--- config.mk ---
export PLATFORM = sky130hd
export DESIGN_NAME = snn_inference_sequencer
export DESIGN_NICKNAME = d
export VERILOG_FILES = /design/src/rtl/snn_seq_pkg.sv /design/src/rtl/snn_vote_counter.sv /design/src/rtl/snn_inference_sequencer.sv
export SDC_FILE = /design/constraint.sdc
export NUM_CORES = 1
export LEC_CHECK = 0
export ABC_AREA = 1
export BUFFER_PORTS_ARGS = -buffer_cell sky130_fd_sc_hd__buf_2
export CAP_MARGIN = 20
export CORE_AREA = 2 2 339 341
export CTS_CLUSTER_DIAMETER = 60
export DETAILED_ROUTE_END_ITERATION = 8
export DIE_AREA = 0 0 341 343
export GPL_TIMING_DRIVEN = 0
export MAX_ROUTING_LAYER = met4
export PLACE_DENSITY = 0.4
export SETUP_SLACK_MARGIN = 0.1
export SYNTH_ARGS = -nofsm -noshare
export SYNTH_HDL_FRONTEND = slang
export SYNTH_SLANG_ARGS = --single-unit
--- constraint.sdc ---
create_clock -name clk -period 9.63 [get_ports clk]
set_input_delay 0.4815 -clock clk [delete_from_list [all_inputs] [get_ports clk]]
set_output_delay 0.4815 -clock clk [all_outputs]
set_load 0.01 [all_outputs]
--- src/rtl/snn_seq_pkg.sv ---
// Shared types and constants for the SNN inference sequencer.
package snn_seq_pkg;

    typedef enum logic [3:0] {
        StIdle,
        StLoad,
        StInject,
        StWaitT1,
        StClr1,
        StWaitT2,
        StWaitT3,
        StWaitClr2,
        StVote
    } seq_state_t;

    localparam int unsigned NUM_CORES_FULL = 21;
    localparam int unsigned SPIKE_W        = 30;
    localparam int unsigned VOTE_W         = 16;

endpackage

--- src/rtl/snn_vote_counter.sv ---
// Per-class saturating vote counters with a sequential argmax scan.
module snn_vote_counter
    import snn_seq_pkg::*;
#(
    parameter int unsigned NUM_CLASSES = 9
) (
    input  logic       clk,
    input  logic       rst,
    input  logic       clear_i,
    input  logic       inc_en_i,
    input  logic [7:0] packet_out_i,
    input  logic       valid_i,
    input  logic       start_i,
    output logic [3:0] result_o,
    output logic       result_valid_o
);

    localparam int unsigned IW = (NUM_CLASSES > 1) ? $clog2(NUM_CLASSES) : 1;

    logic [VOTE_W-1:0] cnt_q [NUM_CLASSES];
    logic [7:0]        cls;
    logic              active_q;
    logic [IW-1:0]     idx_q;
    logic [IW-1:0]     best_idx_q;
    logic [VOTE_W-1:0] best_val_q;
    logic [3:0]        result_q;
    logic              result_valid_q;
    logic [VOTE_W-1:0] cur_val;
    logic              take;
    logic [IW-1:0]     best_idx_d;
    logic [VOTE_W-1:0] best_val_d;

    assign cls = packet_out_i % 8'(NUM_CLASSES);

    // Strict compare keeps the earliest index on ties.
    always_comb begin
        cur_val    = cnt_q[idx_q];
        take       = cur_val > best_val_q;
        best_idx_d = take ? idx_q : best_idx_q;
        best_val_d = take ? cur_val : best_val_q;
    end

    // Counter bank: cleared per image, saturates at all-ones.
    always_ff @(posedge clk or posedge rst) begin
        if (rst) begin
            for (int i = 0; i < int'(NUM_CLASSES); i++) cnt_q[i] <= '0;
        end else if (clear_i) begin
            for (int i = 0; i < int'(NUM_CLASSES); i++) cnt_q[i] <= '0;
        end else if (inc_en_i && valid_i) begin
            for (int i = 0; i < int'(NUM_CLASSES); i++) begin
                if (cls == 8'(i) && cnt_q[i] != '1) cnt_q[i] <= cnt_q[i] + 1'b1;
            end
        end
    end

    // One counter per cycle; result registered on the last one.
    always_ff @(posedge clk or posedge rst) begin
        if (rst) begin
            active_q       <= 1'b0;
            idx_q          <= '0;
            best_idx_q     <= '0;
            best_val_q     <= '0;
            result_q       <= '0;
            result_valid_q <= 1'b0;
        end else begin
            result_valid_q <= 1'b0;
            if (start_i) begin
                active_q   <= 1'b1;
                idx_q      <= '0;
                best_idx_q <= '0;
                best_val_q <= '0;
            end else if (active_q) begin
                best_idx_q <= best_idx_d;
                best_val_q <= best_val_d;
                if (idx_q == IW'(NUM_CLASSES - 1)) begin
                    active_q       <= 1'b0;
                    result_valid_q <= 1'b1;
                    result_q       <= 4'(best_idx_d);
                end else begin
                    idx_q <= idx_q + 1'b1;
                end
            end
        end
    end

    assign result_o       = result_q;
    assign result_valid_o = result_valid_q;

endmodule

--- src/rtl/snn_inference_sequencer.sv ---
// Sequences one image through the RANC grid: parameter load, spike
// injection, tick/clear phases and final vote.
module snn_inference_sequencer
    import snn_seq_pkg::*;
#(
    parameter int unsigned NUM_NEURONS     = 256,
    parameter int unsigned CSRAM_WIDTH     = 368,
    parameter int unsigned NUM_GROUPS      = 9,
    parameter int unsigned CORES_PER_GROUP = 16,
    parameter int unsigned TAIL_FIRST      = 144,
    parameter int unsigned TAIL_CORES      = 5,
    parameter int unsigned NUM_CLASSES     = 9,
    parameter int unsigned TICK_GAP        = 1024,
    parameter int unsigned INJ_TIMEOUT     = 8192
) (
    input  logic                              clk,
    input  logic                              rst,
    input  logic                              start,
    input  logic                              load_tail,
    output logic                              busy,
    output logic                              cfg_rd_en,
    output logic [7:0]                        cfg_rd_core,
    output logic [$clog2(NUM_NEURONS)-1:0]    cfg_rd_addr,
    input  logic [CSRAM_WIDTH-1:0]            cfg_rd_data,
    output logic                              param_wen,
    output logic [$clog2(NUM_NEURONS)-1:0]    param_addr,
    output logic [CSRAM_WIDTH-1:0]            param_data_in,
    output logic [$clog2(NUM_CORES_FULL)-1:0] num_core_write,
    input  logic                              spk_valid,
    input  logic [SPIKE_W-1:0]                spk_data,
    output logic                              spk_ready,
    output logic                              input_buffer_empty,
    output logic [SPIKE_W-1:0]                packet_in,
    input  logic                              ren_to_input_buffer,
    output logic                              tick,
    output logic                              tick2,
    output logic                              tick3,
    output logic                              clr_avr,
    output logic                              clr_spiked,
    output logic                              clr_avr_2,
    output logic                              clr_avr_3,
    output logic                              clr_spiked_2,
    output logic                              clr_spiked_3,
    input  logic [7:0]                        packet_out,
    input  logic                              packet_out_valid,
    output logic [3:0]                        result,
    output logic                              result_valid,
    output logic                              timeout_err
);

    localparam int unsigned AW   = $clog2(NUM_NEURONS);
    localparam int unsigned CW   = $clog2(NUM_CORES_FULL);
    localparam int unsigned GW   = $clog2(NUM_GROUPS + 1);
    localparam int unsigned TLIM = (2 * TICK_GAP > INJ_TIMEOUT) ? 2 * TICK_GAP : INJ_TIMEOUT;
    localparam int unsigned TW   = $clog2(TLIM + 1);

    localparam logic [TW-1:0] GapEnd  = TW'(TICK_GAP - 1);
    localparam logic [TW-1:0] Gap2End = TW'(2 * TICK_GAP - 1);
    localparam logic [TW-1:0] InjEnd  = TW'(INJ_TIMEOUT - 1);
    localparam logic [CW-1:0] NcwFull = CW'(NUM_CORES_FULL);
    localparam logic [CW-1:0] NcwGrp  = CW'(CORES_PER_GROUP);

    seq_state_t        state_q;
    logic [GW-1:0]     g_q;
    logic              tail_q;
    logic [CW-1:0]     ci_q;
    logic [AW-1:0]     row_q;
    logic              rd_done_q;
    logic [1:0]        drain_q;
    logic [TW-1:0]     timer_q;
    logic [CW-1:0]     ncw_q;
    logic              cfg_rd_en_q;
    logic [7:0]        cfg_rd_core_q;
    logic [AW-1:0]     cfg_rd_addr_q;
    logic              param_wen_q;
    logic [AW-1:0]     param_addr_q;
    logic [SPIKE_W-1:0] packet_in_q;
    logic              tick_q, tick2_q, tick3_q;
    logic              clr1_q, clr2_q;
    logic              timeout_q;
    logic              vote_start_q;
    logic [7:0]        rd_core_d;
    logic              in_inject;
    logic              spk_fire;
    logic              vote_done;

    // Layer-1 slots map to the current group, slots past them to the tail cores.
    always_comb begin
        if (ci_q >= NcwGrp) begin
            rd_core_d = 8'(TAIL_FIRST) + 8'(ci_q) - 8'(CORES_PER_GROUP);
        end else begin
            rd_core_d = 8'(g_q) * 8'(CORES_PER_GROUP) + 8'(ci_q);
        end
    end

    assign in_inject = (state_q == StInject);
    assign spk_fire  = in_inject && ren_to_input_buffer && spk_valid;

    // Main sequencer: all outputs registered except the spike handshake.
    always_ff @(posedge clk or posedge rst) begin
        if (rst) begin
            state_q       <= StIdle;
            g_q           <= '0;
            tail_q        <= 1'b0;
            ci_q          <= '0;
            row_q         <= '0;
            rd_done_q     <= 1'b0;
            drain_q       <= '0;
            timer_q       <= '0;
            ncw_q         <= '0;
            cfg_rd_en_q   <= 1'b0;
            cfg_rd_core_q <= '0;
            cfg_rd_addr_q <= '0;
            param_wen_q   <= 1'b0;
            param_addr_q  <= '0;
            packet_in_q   <= '0;
            tick_q        <= 1'b0;
            tick2_q       <= 1'b0;
            tick3_q       <= 1'b0;
            clr1_q        <= 1'b0;
            clr2_q        <= 1'b0;
            timeout_q     <= 1'b0;
            vote_start_q  <= 1'b0;
        end else begin
            cfg_rd_en_q  <= 1'b0;
            tick_q       <= 1'b0;
            tick2_q      <= 1'b0;
            tick3_q      <= 1'b0;
            clr1_q       <= 1'b0;
            clr2_q       <= 1'b0;
            vote_start_q <= 1'b0;
            // ROM data lands one cycle after the read; the write follows it.
            param_wen_q  <= cfg_rd_en_q;
            param_addr_q <= cfg_rd_addr_q;

            unique case (state_q)
                StIdle: begin
                    if (start) begin
                        g_q       <= '0;
                        tail_q    <= load_tail;
                        timeout_q <= 1'b0;
                        ci_q      <= '0;
                        row_q     <= '0;
                        rd_done_q <= 1'b0;
                        drain_q   <= '0;
                        ncw_q     <= load_tail ? NcwFull : NcwGrp;
                        state_q   <= StLoad;
                    end
                end
                StLoad: begin
                    if (!rd_done_q) begin
                        cfg_rd_en_q   <= 1'b1;
                        cfg_rd_core_q <= rd_core_d;
                        cfg_rd_addr_q <= row_q;
                        row_q         <= row_q + 1'b1;
                        if (row_q == AW'(NUM_NEURONS - 1)) begin
                            row_q <= '0;
                            if (ci_q == ncw_q - 1'b1) rd_done_q <= 1'b1;
                            else                      ci_q      <= ci_q + 1'b1;
                        end
                    end else if (drain_q == 2'd2) begin
                        // Last read, last write, one quiet cycle, then inject.
                        state_q <= StInject;
                        timer_q <= '0;
                    end else begin
                        drain_q <= drain_q + 1'b1;
                    end
                end
                StInject: begin
                    if (spk_fire && !spk_data[0]) packet_in_q <= spk_data;
                    if (spk_fire && spk_data[0]) begin
                        g_q     <= g_q + 1'b1;
                        timer_q <= '0;
                        state_q <= StWaitT1;
                    end else if (timer_q == InjEnd) begin
                        // Group counter untouched so the same group reloads.
                        timeout_q <= 1'b1;
                        timer_q   <= '0;
                        state_q   <= StWaitT1;
                    end else begin
                        timer_q <= timer_q + 1'b1;
                    end
                end
                StWaitT1: begin
                    timer_q <= timer_q + 1'b1;
                    if (timer_q == GapEnd) tick_q <= 1'b1;
                    if (timer_q == Gap2End) begin
                        clr1_q  <= 1'b1;
                        timer_q <= '0;
                        state_q <= StClr1;
                    end
                end
                StClr1: begin
                    if (g_q < GW'(NUM_GROUPS)) begin
                        ci_q      <= '0;
                        row_q     <= '0;
                        rd_done_q <= 1'b0;
                        drain_q   <= '0;
                        ncw_q     <= (g_q == '0 && tail_q) ? NcwFull : NcwGrp;
                        state_q   <= StLoad;
                    end else begin
                        timer_q <= '0;
                        state_q <= StWaitT2;
                    end
                end
                StWaitT2: begin
                    timer_q <= timer_q + 1'b1;
                    if (timer_q == GapEnd) begin
                        tick2_q <= 1'b1;
                        timer_q <= '0;
                        state_q <= StWaitT3;
                    end
                end
                StWaitT3: begin
                    timer_q <= timer_q + 1'b1;
                    if (timer_q == GapEnd) begin
                        tick3_q <= 1'b1;
                        timer_q <= '0;
                        state_q <= StWaitClr2;
                    end
                end
                StWaitClr2: begin
                    timer_q <= timer_q + 1'b1;
                    if (timer_q == GapEnd) begin
                        clr2_q       <= 1'b1;
                        vote_start_q <= 1'b1;
                        timer_q      <= '0;
                        state_q      <= StVote;
                    end
                end
                StVote: begin
                    if (vote_done) state_q <= StIdle;
                end
                default: state_q <= StIdle;
            endcase
        end
    end

    snn_vote_counter #(
        .NUM_CLASSES (NUM_CLASSES)
    ) u_vote (
        .clk            (clk),
        .rst            (rst),
        .clear_i        ((state_q == StIdle) && start),
        .inc_en_i       (state_q != StIdle),
        .packet_out_i   (packet_out),
        .valid_i        (packet_out_valid),
        .start_i        (vote_start_q),
        .result_o       (result),
        .result_valid_o (vote_done)
    );

    assign busy               = (state_q != StIdle);
    assign cfg_rd_en          = cfg_rd_en_q;
    assign cfg_rd_core        = cfg_rd_core_q;
    assign cfg_rd_addr        = cfg_rd_addr_q;
    assign param_wen          = param_wen_q;
    assign param_addr         = param_addr_q;
    assign param_data_in      = param_wen_q ? cfg_rd_data : '0;
    assign num_core_write     = ncw_q;
    assign spk_ready          = spk_fire;
    assign input_buffer_empty = !(in_inject && spk_valid);
    assign packet_in          = packet_in_q;
    assign tick               = tick_q;
    assign tick2              = tick2_q;
    assign tick3              = tick3_q;
    assign clr_avr            = clr1_q;
    assign clr_spiked         = clr1_q;
    assign clr_avr_2          = clr2_q;
    assign clr_avr_3          = clr2_q;
    assign clr_spiked_2       = clr2_q;
    assign clr_spiked_3       = clr2_q;
    assign result_valid       = vote_done;
    assign timeout_err        = timeout_q;

endmodule
* Word-level counts from Yosys, hierarchy flattened
Cells that the tools add are included.
** Operators by class
- $add $sub $neg :: 19
- Divide/modulo/power cells :: 1
- $lt $le $gt $ge :: 4
- Eq/ne operators :: 51
- Multiplexer cells :: 93
- Bitwise logic cells :: 3
- Reduce and logical (&&, ||, !) cells :: 64
** Operators by type and width (count)
- 368-bit two-way mux :: 1
- 144-bit two-way mux :: 2
- 16-bit two-way mux :: 14
- 16-bit by 1-bit adder with 16-bit output (second input constant) :: 9
- 16-bit inequality test (second input constant) :: 9
- 14-bit two-way mux :: 7
- 4-bit two-way mux :: 18
- 14-bit case mux with 5 select lines :: 1
- 16-bit binary-select mux with 4-bit select :: 1
- 8-bit two-way mux :: 5
- 4-bit case mux with 9 select lines :: 1
- 5-bit two-way mux :: 7
- 8-bit by 3-bit equality test with 1-bit output (second input constant) :: 4
- 2-bit inequality test (second input constant) :: 15
- 2-bit AND reduction :: 14
- 2-bit nonzero test :: 14
- 8-bit case mux with 3 select lines :: 1
- 1-bit two-way mux :: 22
- 1-bit logical AND :: 17
- 4-bit by 3-bit equality test with 1-bit output (second input constant) :: 4
- 8-bit by 2-bit equality test with 1-bit output (second input constant) :: 2
- 16-bit > comparator :: 1
- 5-bit case mux with 3 select lines :: 1
- 14-bit by 1-bit adder with 14-bit output (second input constant) :: 1
- other kinds (45) :: 64
** Word-level totals
- Register bits after elaboration :: 280
- Bits of input ports :: 413
- Output and inout port bits :: 447
- Word-level logic and storage cells :: 271

* Depth between registers and ports, before layout
Gate-level depths: netlist of run 1.
- Depth in word-level cells :: 8
- Mapped depth :: 37
- Depth with buffers taken out :: 36

* Modules after synthesis
From an unflattened synthesis of run 1, not the netlist that was laid out.
** Unflattened totals
- Cell total of the unflattened synthesis :: 3249
- Area total of the unflattened synthesis :: 21136.5 sq um
** Modules (own cells, without submodules)
- snn_vote_counter :: times used 1, cells each 1857, area each 13196.4 sq um, sequential area each 4354.2 sq um
- snn_inference_sequencer :: times used 1, cells each 1392, area each 7940.1 sq um, sequential area each 2577.5 sq um

* Worst setup path after synthesis of run 1
No wires, ideal clock.
- Kind :: input to register
- Start point :: in packet_out[7]
- End point :: reg u_vote.cnt_q[0] in the netlist's numbering
- Library setup time :: 118 ps
- Arrival :: 3628 ps
- Data required time :: 9512 ps
- Setup slack :: 5884 ps
- Cell stages on the path :: 34
- Path buffers :: 1
- Cell sequence :: inv_1 -> nor2_1 -> nand2_1 -> o21ai_1 -> inv_1 -> nand2_1 -> nand2_1 -> nand2_1 -> nand2_1 -> inv_2 -> nand2_2 -> nand2_2 -> nand2_4 -> nand2_1 -> inv_1 -> ha_1 -> inv_1 -> nand4_1 -> nand2_2 -> nand3_2 -> nand2_1 -> nand2_1 -> inv_2 -> ha_1 -> nand3_2 -> nand2_4 -> nand3_2 -> nand2_1 -> nand2_2 -> nor3_4 -> nand2_2 -> buf_6 -> nand3_1 -> nand2_1
** Between the ends
- Cells in the longest elaborated chain, start to end :: 5
** RTL lines
- start, declared :: RTL line snn_inference_sequencer.sv:44 : input logic [7:0] packet_out,
- 8-bit by 4-bit remainder unit with 8-bit output :: RTL line snn_vote_counter.sv:33 : assign cls = packet_out_i % 8'(NUM_CLASSES);
- 8-bit by 4-bit equality test with 1-bit output :: RTL line snn_vote_counter.sv:51 : if (cls == 8'(i) && cnt_q[i] != '1) cnt_q[i] <= cnt_q[i] + 1'b1;
- 1-bit logical AND :: RTL line snn_vote_counter.sv:51
- 2-bit nonzero test (no line)
- 2-bit AND reduction (no line)
- end, declared :: RTL line snn_vote_counter.sv:20 : logic [VOTE_W-1:0] cnt_q [NUM_CLASSES];
Every way passes these cells.
A chain may end at the register's enable or synchronous reset.

* Worst setup path after layout of run 1
- Start point :: reg u_vote.idx_q[0]
- End point :: reg u_vote.best_val_q[2]
** Between the ends
- Cells in the longest elaborated chain, start to end :: 7
- Elaborated cells between the ends (all ways) :: 10
- Those cells by class :: order compare (1); mux (6); bitwise (1); reduce/logical (2)
** RTL lines
- start, declared :: RTL line snn_vote_counter.sv:23 : logic [IW-1:0] idx_q;
- start signal, assigned :: RTL line snn_vote_counter.sv:80 : idx_q <= idx_q + 1'b1;
- 4-bit NOT with 5-bit output (implied by the code) (*) :: RTL line snn_vote_counter.sv:37 : cur_val = cnt_q[idx_q];
- 16-bit binary-select mux with 4-bit select (*) :: RTL line snn_vote_counter.sv:37
- 16-bit two-way mux (implied by the code) (*) (2 in a row) :: RTL line snn_vote_counter.sv:37
- 16-bit > comparator or 16-bit two-way mux (tied branches) :: RTL line snn_vote_counter.sv:38, snn_vote_counter.sv:40
- 2-bit nonzero test (no line) or 16-bit two-way mux (tied branches)
- 2-bit AND reduction (no line) or 16-bit two-way mux (tied branches)
- end signal, assigned :: RTL line snn_vote_counter.sv:74 : best_val_q <= best_val_d;
- end, declared :: RTL line snn_vote_counter.sv:25 : logic [VOTE_W-1:0] best_val_q;
Every way passes the cells marked *; elsewhere a longest branch is shown, timed or not. The select of a mux whose other input is x is not followed.

==> results of run 1 <==
-- routing by layer --
layer | wire length [µm] | up-vias
li1 | - | 11762
met1 | 76800 | 12299
met2 | 80000 | 1163
met3 | 14400 | 242
met4 | 8840 | 0
met5 | 0 | -
-- metrics by stage --
step,power (µW),worst slack (ns),utilization,area (µm²)
floorplan,1770,1.51,-,20600
global placement,2140,-3.08,0.236,26700
detailed placement,2140,4.91,0.237,26900
CTS,3920,4.90,0.251,28400
global route,4040,4.50,0.251,28500
finish,3880,4.82,0.252,28500
-- state kept, by name, indices dropped and copies added, names as in the netlist, 5 cells and up --
| signal | flops |
|---|---|
| packet_in | 30 |
| timer_q | 14 |
| row_q | 8 |
| u_vote.best_val_q | 16 |
| u_vote.cnt_q | 144 |
| param_addr | 8 |
| cfg_rd_core | 8 |
| cfg_rd_addr | 8 |
| ci_q | 5 |
-- path summary, 6_finish.rpt --
path | from | endpoint | slack (ns) | depth (start not counted)
hold / removal | rst | packet_in[9] | 0.02 | 2
min in group clk | spk_data[15] | packet_in[15] | 0.10 | 3
setup / recovery | u_vote.idx_q[0] | u_vote.best_val_q[2] | 4.82 | 19
max in group asynchronous | rst | u_vote.cnt_q[22] | 8.58 | 3
hold reg to reg | cfg_rd_en | param_wen | 0.43 | 0
setup reg to reg | u_vote.idx_q[0] | u_vote.best_val_q[2] | 4.82 | 19
-- placed cells by master (no fill, tap or decap), drive strengths merged, types with 2 or more instances in the layout --
cell type,n
buf,915
nand2,894
inv,691
dfrtp,277
nand3,266
nand4,190
clkbuf,164
nor2,134
xor2,125
o21ai,112
nor3,82
a21oi,69
diode,39
ha,39
nor4,24
o32ai,13
clkinv,13
a221oi,12
o22ai,9
a211oi,8
o31ai,7
xnor2,5
o41ai,4
nor3b,4
o21bai,3
o211ai,3
a311oi,3
bufinv,3
o21a,2
o221ai,2
a31oi,2
conb,2
clkinvlp,2
-- power breakdown --
part	switching [µW]	internal (µW)	total, µW
registers	48.2	1200	1250
logic	611	263	875
clock network	685	1070	1750
-- kinds of logic (layout without fill, tap and decap cells) --
kind of cell / after synthesis / in the layout / share of synthesized area
buffers and inverters: 843 / 1788 / 0.160
AND/OR/NAND/NOR: 1598 / 1598 / 0.351
XOR/XNOR: 130 / 130 / 0.0554
AO/OA/AOI/OAI: 254 / 254 / 0.0725
flip-flops: 277 / 277 / 0.337
adder cells (fa/ha/maj): 39 / 39 / 0.0237
other: 1 / 41 / 0.000182
-- cell type report --
| class | count | area (µm²) | area share |
|---|---|---|---|
| plain buffers | 158 | 729 | 0.0256 |
| clock buffers | 60 | 1340 | 0.0468 |
| inverters | 685 | 2580 | 0.0903 |
| diodes | 39 | 97.6 | 0.00342 |
| multi-input cells | 2023 | 10300 | 0.362 |
| flip-flops and latches | 277 | 6930 | 0.243 |
| clock inverters | 24 | 255 | 0.00894 |
| well taps | 1512 | 1890 | 0.0663 |
| repair buffers | 861 | 4390 | 0.154 |
==> flow_metrics.env, run 1 <==
export IMPL_grt_pass1_wl_um=231000
export IMPL_ys_warn_count=0
export IMPL_numClockSinks=277
export IMPL_dp_cells=5516
export IMPL_postCtsSetupBuffers=0
export IMPL_use_met3=0.0731
export IMPL_hold_viol=0
export IMPL_grt_remaining_overflow=0
export IMPL_layout_nets=4503
export IMPL_grt_max_degree=100
export IMPL_gp_congestion=1.07
export IMPL_top_usage_layer="met2"
export IMPL_num_vias=25466
export IMPL_firstDrtPassIters=5
export IMPL_netlist_area_um2=20600
export IMPL_worst_path_largest_cell_delay_ns=0.61
export IMPL_coreArea_um2=113000
export IMPL_clockRootBuffer="clkbuf_16"
export IMPL_io_buffers=857
export IMPL_synth_seq_area_share=0.337
export IMPL_status="finished clean"
export IMPL_gr_usage_met1=0.387
export IMPL_crit_buf_inv=5
export IMPL_final_cells=5639
export IMPL_met2_usage=0.472
export IMPL_h_tree_depth=2
export IMPL_power_density_nw_per_um2=136
export IMPL_drc_errors=0
export IMPL_dieArea_um2=117000
export IMPL_clock_path_buffers=3
export IMPL_syn_area_per_cell_um2=6.55
export IMPL_grt_pass1_vias=24147
export IMPL_drtIter0Drc=2478
export IMPL_synthArstFlopShare=1.00
export IMPL_tightestPinTransition_ns=0.953
export IMPL_clock_latency_ns=0.60
export IMPL_crit_chain="clkbuf_1 -> inv_1 -> clkbuf_1 -> a21oi_1 -> a211oi_1 -> o32ai_1 -> ha_1 -> inv_1 -> nor2_1 -> nor2_1 -> o21a_1 -> o221ai_1 -> nand2_1 -> o2111ai_1 -> nand2_1 -> o21ai_0 -> clkbuf_1 -> nand3_1 -> o21ai_0"
export IMPL_die_w_um=341
export IMPL_synthTopCellsByArea="dfrtp_1 34%, nand2_1 16%, inv_1 12%, nand3_1 6.3%, nand4_1 5.7%"
export IMPL_fmax_mhz=208
export IMPL_slew_viol_final=0
export IMPL_synth_ff_type="dfrtp_1"
export IMPL_crit_path_frequent_cell="clkbuf_1"
export IMPL_setup_tns_ns=0
export IMPL_num_rows=124
export IMPL_cp_start_kind="flip-flop"
export IMPL_yosysUniqueCellTypes=51
export IMPL_cp_required_ns=10.14
export IMPL_ir_worst_vdd_mv=0.116
export IMPL_cp_data_arrival_time_ns=5.32
export IMPL_netlist_top_cells_count="869 x nand2_1, 672 x inv_1, 277 x dfrtp_1"
export IMPL_synth_edf_count=0
export IMPL_path_delay_family="compound AO/OA/AOI/OAI gates"
export IMPL_rsz0062_at_grt="false"
export IMPL_nFillCells=13139
export IMPL_antenna_found_initial=86
export IMPL_path_clk_slew_ns=0.06
export IMPL_totalWireLength_um=180000
export IMPL_viasPerCell=4.52
export IMPL_synth_most_common_cell="nand2_1"
export IMPL_crit_type="reg2reg"
export IMPL_timing_final_crit_share=0.499
export IMPL_io_pins=860
export IMPL_endpoint_kind="flip-flop"
export IMPL_synthCells=3142
export IMPL_drv_cap=0
export IMPL_synth_top_area_frac=0.337
export IMPL_setup_viol=0
export IMPL_wl_per_cell_um=31.9
export IMPL_period_minus_slack_ns=4.81
export IMPL_hold_slack_ns=0.0173
export IMPL_ys_ff_latch=277
export IMPL_die_h_um=343
export IMPL_layout_drive_gt1_share=0.255
export IMPL_area_growth_pct=38.8
export IMPL_grtUsageTotal=0.307
export IMPL_hpwl_um=159000
export IMPL_initial_core_util=0.181
export IMPL_crit_slowest_cell="clkbuf_1"
export IMPL_cellLeakagePower_uw=0.0180
export IMPL_cts_resized=0
export IMPL_synth_area_leader_cell="dfrtp_1"
export IMPL_final_antenna_net_count=0
export IMPL_cts_tree="done"
export IMPL_path_max_fanout=10
export IMPL_hp_class="in2async"
export IMPL_cts_buffers=45
export IMPL_maxSlewHeadroom=0.365
export IMPL_clock_skew_ns=0.0302
export IMPL_ctsHoldBuffers=0
(Power assumes the default switching activity.)
==> run 2, diff against run 1 <==
==> constraint.sdc (replaced) <==
create_clock -name clk -period 4.99 [get_ports clk]
set_input_delay 0.2495 -clock clk [delete_from_list [all_inputs] [get_ports clk]]
set_output_delay 0.2495 -clock clk [all_outputs]
set_load 0.01 [all_outputs]
==> flow_metrics.env, run 2 (same netlist as run 1, synthesis figures left out) <==
export IMPL_status="finished clean"
export IMPL_cellLeakagePower_uw=0.0181
export IMPL_clock_latency_ns=0.59
export IMPL_antenna_found_initial=79
export IMPL_setup_viol=0
export IMPL_hold_viol=0
export IMPL_cts_buffers=43
export IMPL_maxSlewHeadroom=0.273
export IMPL_initial_core_util=0.181
export IMPL_grt_pass1_vias=24342
export IMPL_die_w_um=341
export IMPL_path_max_fanout=10
export IMPL_final_cell_mix="875 x buf_2, 869 x nand2_1, 671 x inv_1, 277 x dfrtp_1, 260 x nand3_1"
export IMPL_setup_tns_ns=0
export IMPL_hp_class="in2async"
export IMPL_num_vias=26028
export IMPL_grt_pass1_wl_um=238000
export IMPL_final_antenna_net_count=0
export IMPL_io_buffers=857
export IMPL_h_tree_depth=2
export IMPL_p_sw_uw=2550
export IMPL_ir_worst_vdd_mv=0.183
export IMPL_mostFrequentLayoutCell="buf_2"
export IMPL_clockPowerShare=0.426
export IMPL_p_comb_frac=0.242
export IMPL_hpwl_um=163000
export IMPL_drtIter0Drc=2642
export IMPL_reg2reg_from="u_vote.idx_q[0]"
export IMPL_numClockSinks=277
export IMPL_wl_per_cell_um=32.8
export IMPL_slew_viol_final=0
export IMPL_gp_congestion=1.11
export IMPL_regArea_um2=6930
export IMPL_endpoint_kind="flip-flop"
export IMPL_p_int_uw=4750
export IMPL_clockRootBuffer="clkbuf_16"
export IMPL_cp_start_kind="flip-flop"
export IMPL_top_register="u_vote.cnt_q"
export IMPL_r2r_slack_ns=0.25
export IMPL_cts_tree="done"
export IMPL_fmax_mhz=211
export IMPL_drc_errors=0
export IMPL_seq_power_share=0.332
export IMPL_firstDrtPassIters=5
export IMPL_coreArea_um2=113000
export IMPL_cp_required_ns=5.49
export IMPL_cp_data_arrival_time_ns=5.24
export IMPL_switching_share=0.350
export IMPL_totalWireLength_um=186000
export IMPL_layout_nets=4536
export IMPL_viasPerCell=4.59
export IMPL_area_growth_pct=40.0
export IMPL_grtUsageTotal=0.317
export IMPL_num_rows=124
export IMPL_multi_input_area_um2=10400
export IMPL_rsz0062_at_grt="true"
export IMPL_largest_reg_flops=144
export IMPL_power_density_nw_per_um2=254
export IMPL_layout_drive_gt1_share=0.253
export IMPL_rr_worst_depth=16
export IMPL_grt_max_degree=39
export IMPL_drv_cap=0
export IMPL_tightestPinTransition_ns=1.09
export IMPL_dieArea_um2=117000
export IMPL_path_clk_slew_ns=0.05
export IMPL_period_minus_slack_ns=4.74
export IMPL_finalInstanceArea_um2=28800
export IMPL_timing_final_crit_share=0.950
export IMPL_post_dp_cell_area_um2=26900
export IMPL_grt_remaining_overflow=0
export IMPL_crit_type="reg2reg"
export IMPL_die_h_um=343
export IMPL_clock_path_buffers=3
export IMPL_r2r_end="u_vote.best_val_q[7]"
export IMPL_nFillCells=13196
export IMPL_clock_skew_ns=0.0369
export IMPL_io_pins=860
[run 2: cell count changes in the layout (fill, tap and decap cells not counted), moves of 2 or more]
cell | before | now
inv_8 | 2 | 0
clkbuf_8 | 11 | 7
clkbuf_16 | 47 | 43
inv_6 | 8 | 3
o32ai_1 | 13 | 9
buf_16 | 3 | 0
buf_12 | 0 | 8
dlygate4sd3_1 | 0 | 31
clkbuf_2 | 1 | 6
diode_2 | 39 | 43
o32ai_2 | 0 | 4
clkinv_4 | 5 | 3
[run 2: how the worst max path moves through the flow]
stage	slack (ns)	depth (start not counted)	start	to
after floorplan	1.08	1	rst	cfg_rd_addr[0]
after global placement	-1.47	2	rst	u_vote.cnt_q[55]
after detailed placement	0.32	15	u_vote.idx_q[0]	u_vote.best_val_q[9]
after CTS	0.26	15	u_vote.idx_q[0]	u_vote.best_val_q[6]
after global routing	0.09	17	u_vote.idx_q[1]	u_vote.best_val_q[8]
final	0.25	16	u_vote.idx_q[0]	u_vote.best_val_q[7]
[run 2: timing repair]
action | 4_1_cts | 5_1_grt
setup buffers | 0 | 0
gates resized for setup | 0 | 16
endpoints found under the hold margin | 47 | 0
hold buffers | 31 | 0
setup endpoints to repair | 0 | 16
[run 2: metrics by stage]
step                      utilization  hold slack [ns]  instances  setup WS (ns)  total power [µW]
after detailed placement        0.237            0.312       5520          0.317              4180
after CTS                       0.253            0.211       5626          0.257              7370
after floorplan                     -            0.366       3143           1.08              3410
after global routing            0.253            0.255       5655         0.0889              7620
after global placement          0.236            0.372       5512          -1.47              4160
final                           0.254            0.259       5669          0.248              7300
[run 2: area by class of cell]
class,count,area share
multi-input combinational,2023,0.360
sequential,277,0.241
timing repair buffer,896,0.165
inverter,685,0.0895
tap,1512,0.0657
clock buffer,59,0.0419
buffer,158,0.0256
clock inverter,16,0.00722
antenna,43,0.00374
[run 2: critical path, cell delays in order, from the launching register on]
cell and delay [ns]:
dfrtp_1 0.40, clkbuf_1 0.23, inv_1 0.17, clkbuf_1 0.45, a21oi_1 0.14, a221oi_1 0.80, o32ai_2 0.27, ha_1 0.37
nand4_1 0.13, o221ai_1 0.21, nand2_1 0.08, o2111ai_1 0.08, nand2_1 0.23, o21ai_0 0.39, buf_1 0.45, nand3_1 0.14
o21ai_0 0.11
[run 2: power by group through the flow]
stage	Clock (µW)	Combinational [µW]	Sequential, µW
6_report	3110	1770	2420
5_1_grt	3290	1900	2430
4_1_cts	3190	1750	2420
3_5_place_dp	0	1720	2460
3_3_place_gp	0	1700	2460
2_1_floorplan	0	994	2420
[run 2: layer usage]
metal / GRT usage / wire [µm] / vias up
met5: - / 0 / -
met4: 0.157 / 11500 / 0
met3: 0.0691 / 12600 / 265
met2: 0.492 / 83800 / 1186
met1: 0.388 / 77900 / 12760
li1: - / - / 11817
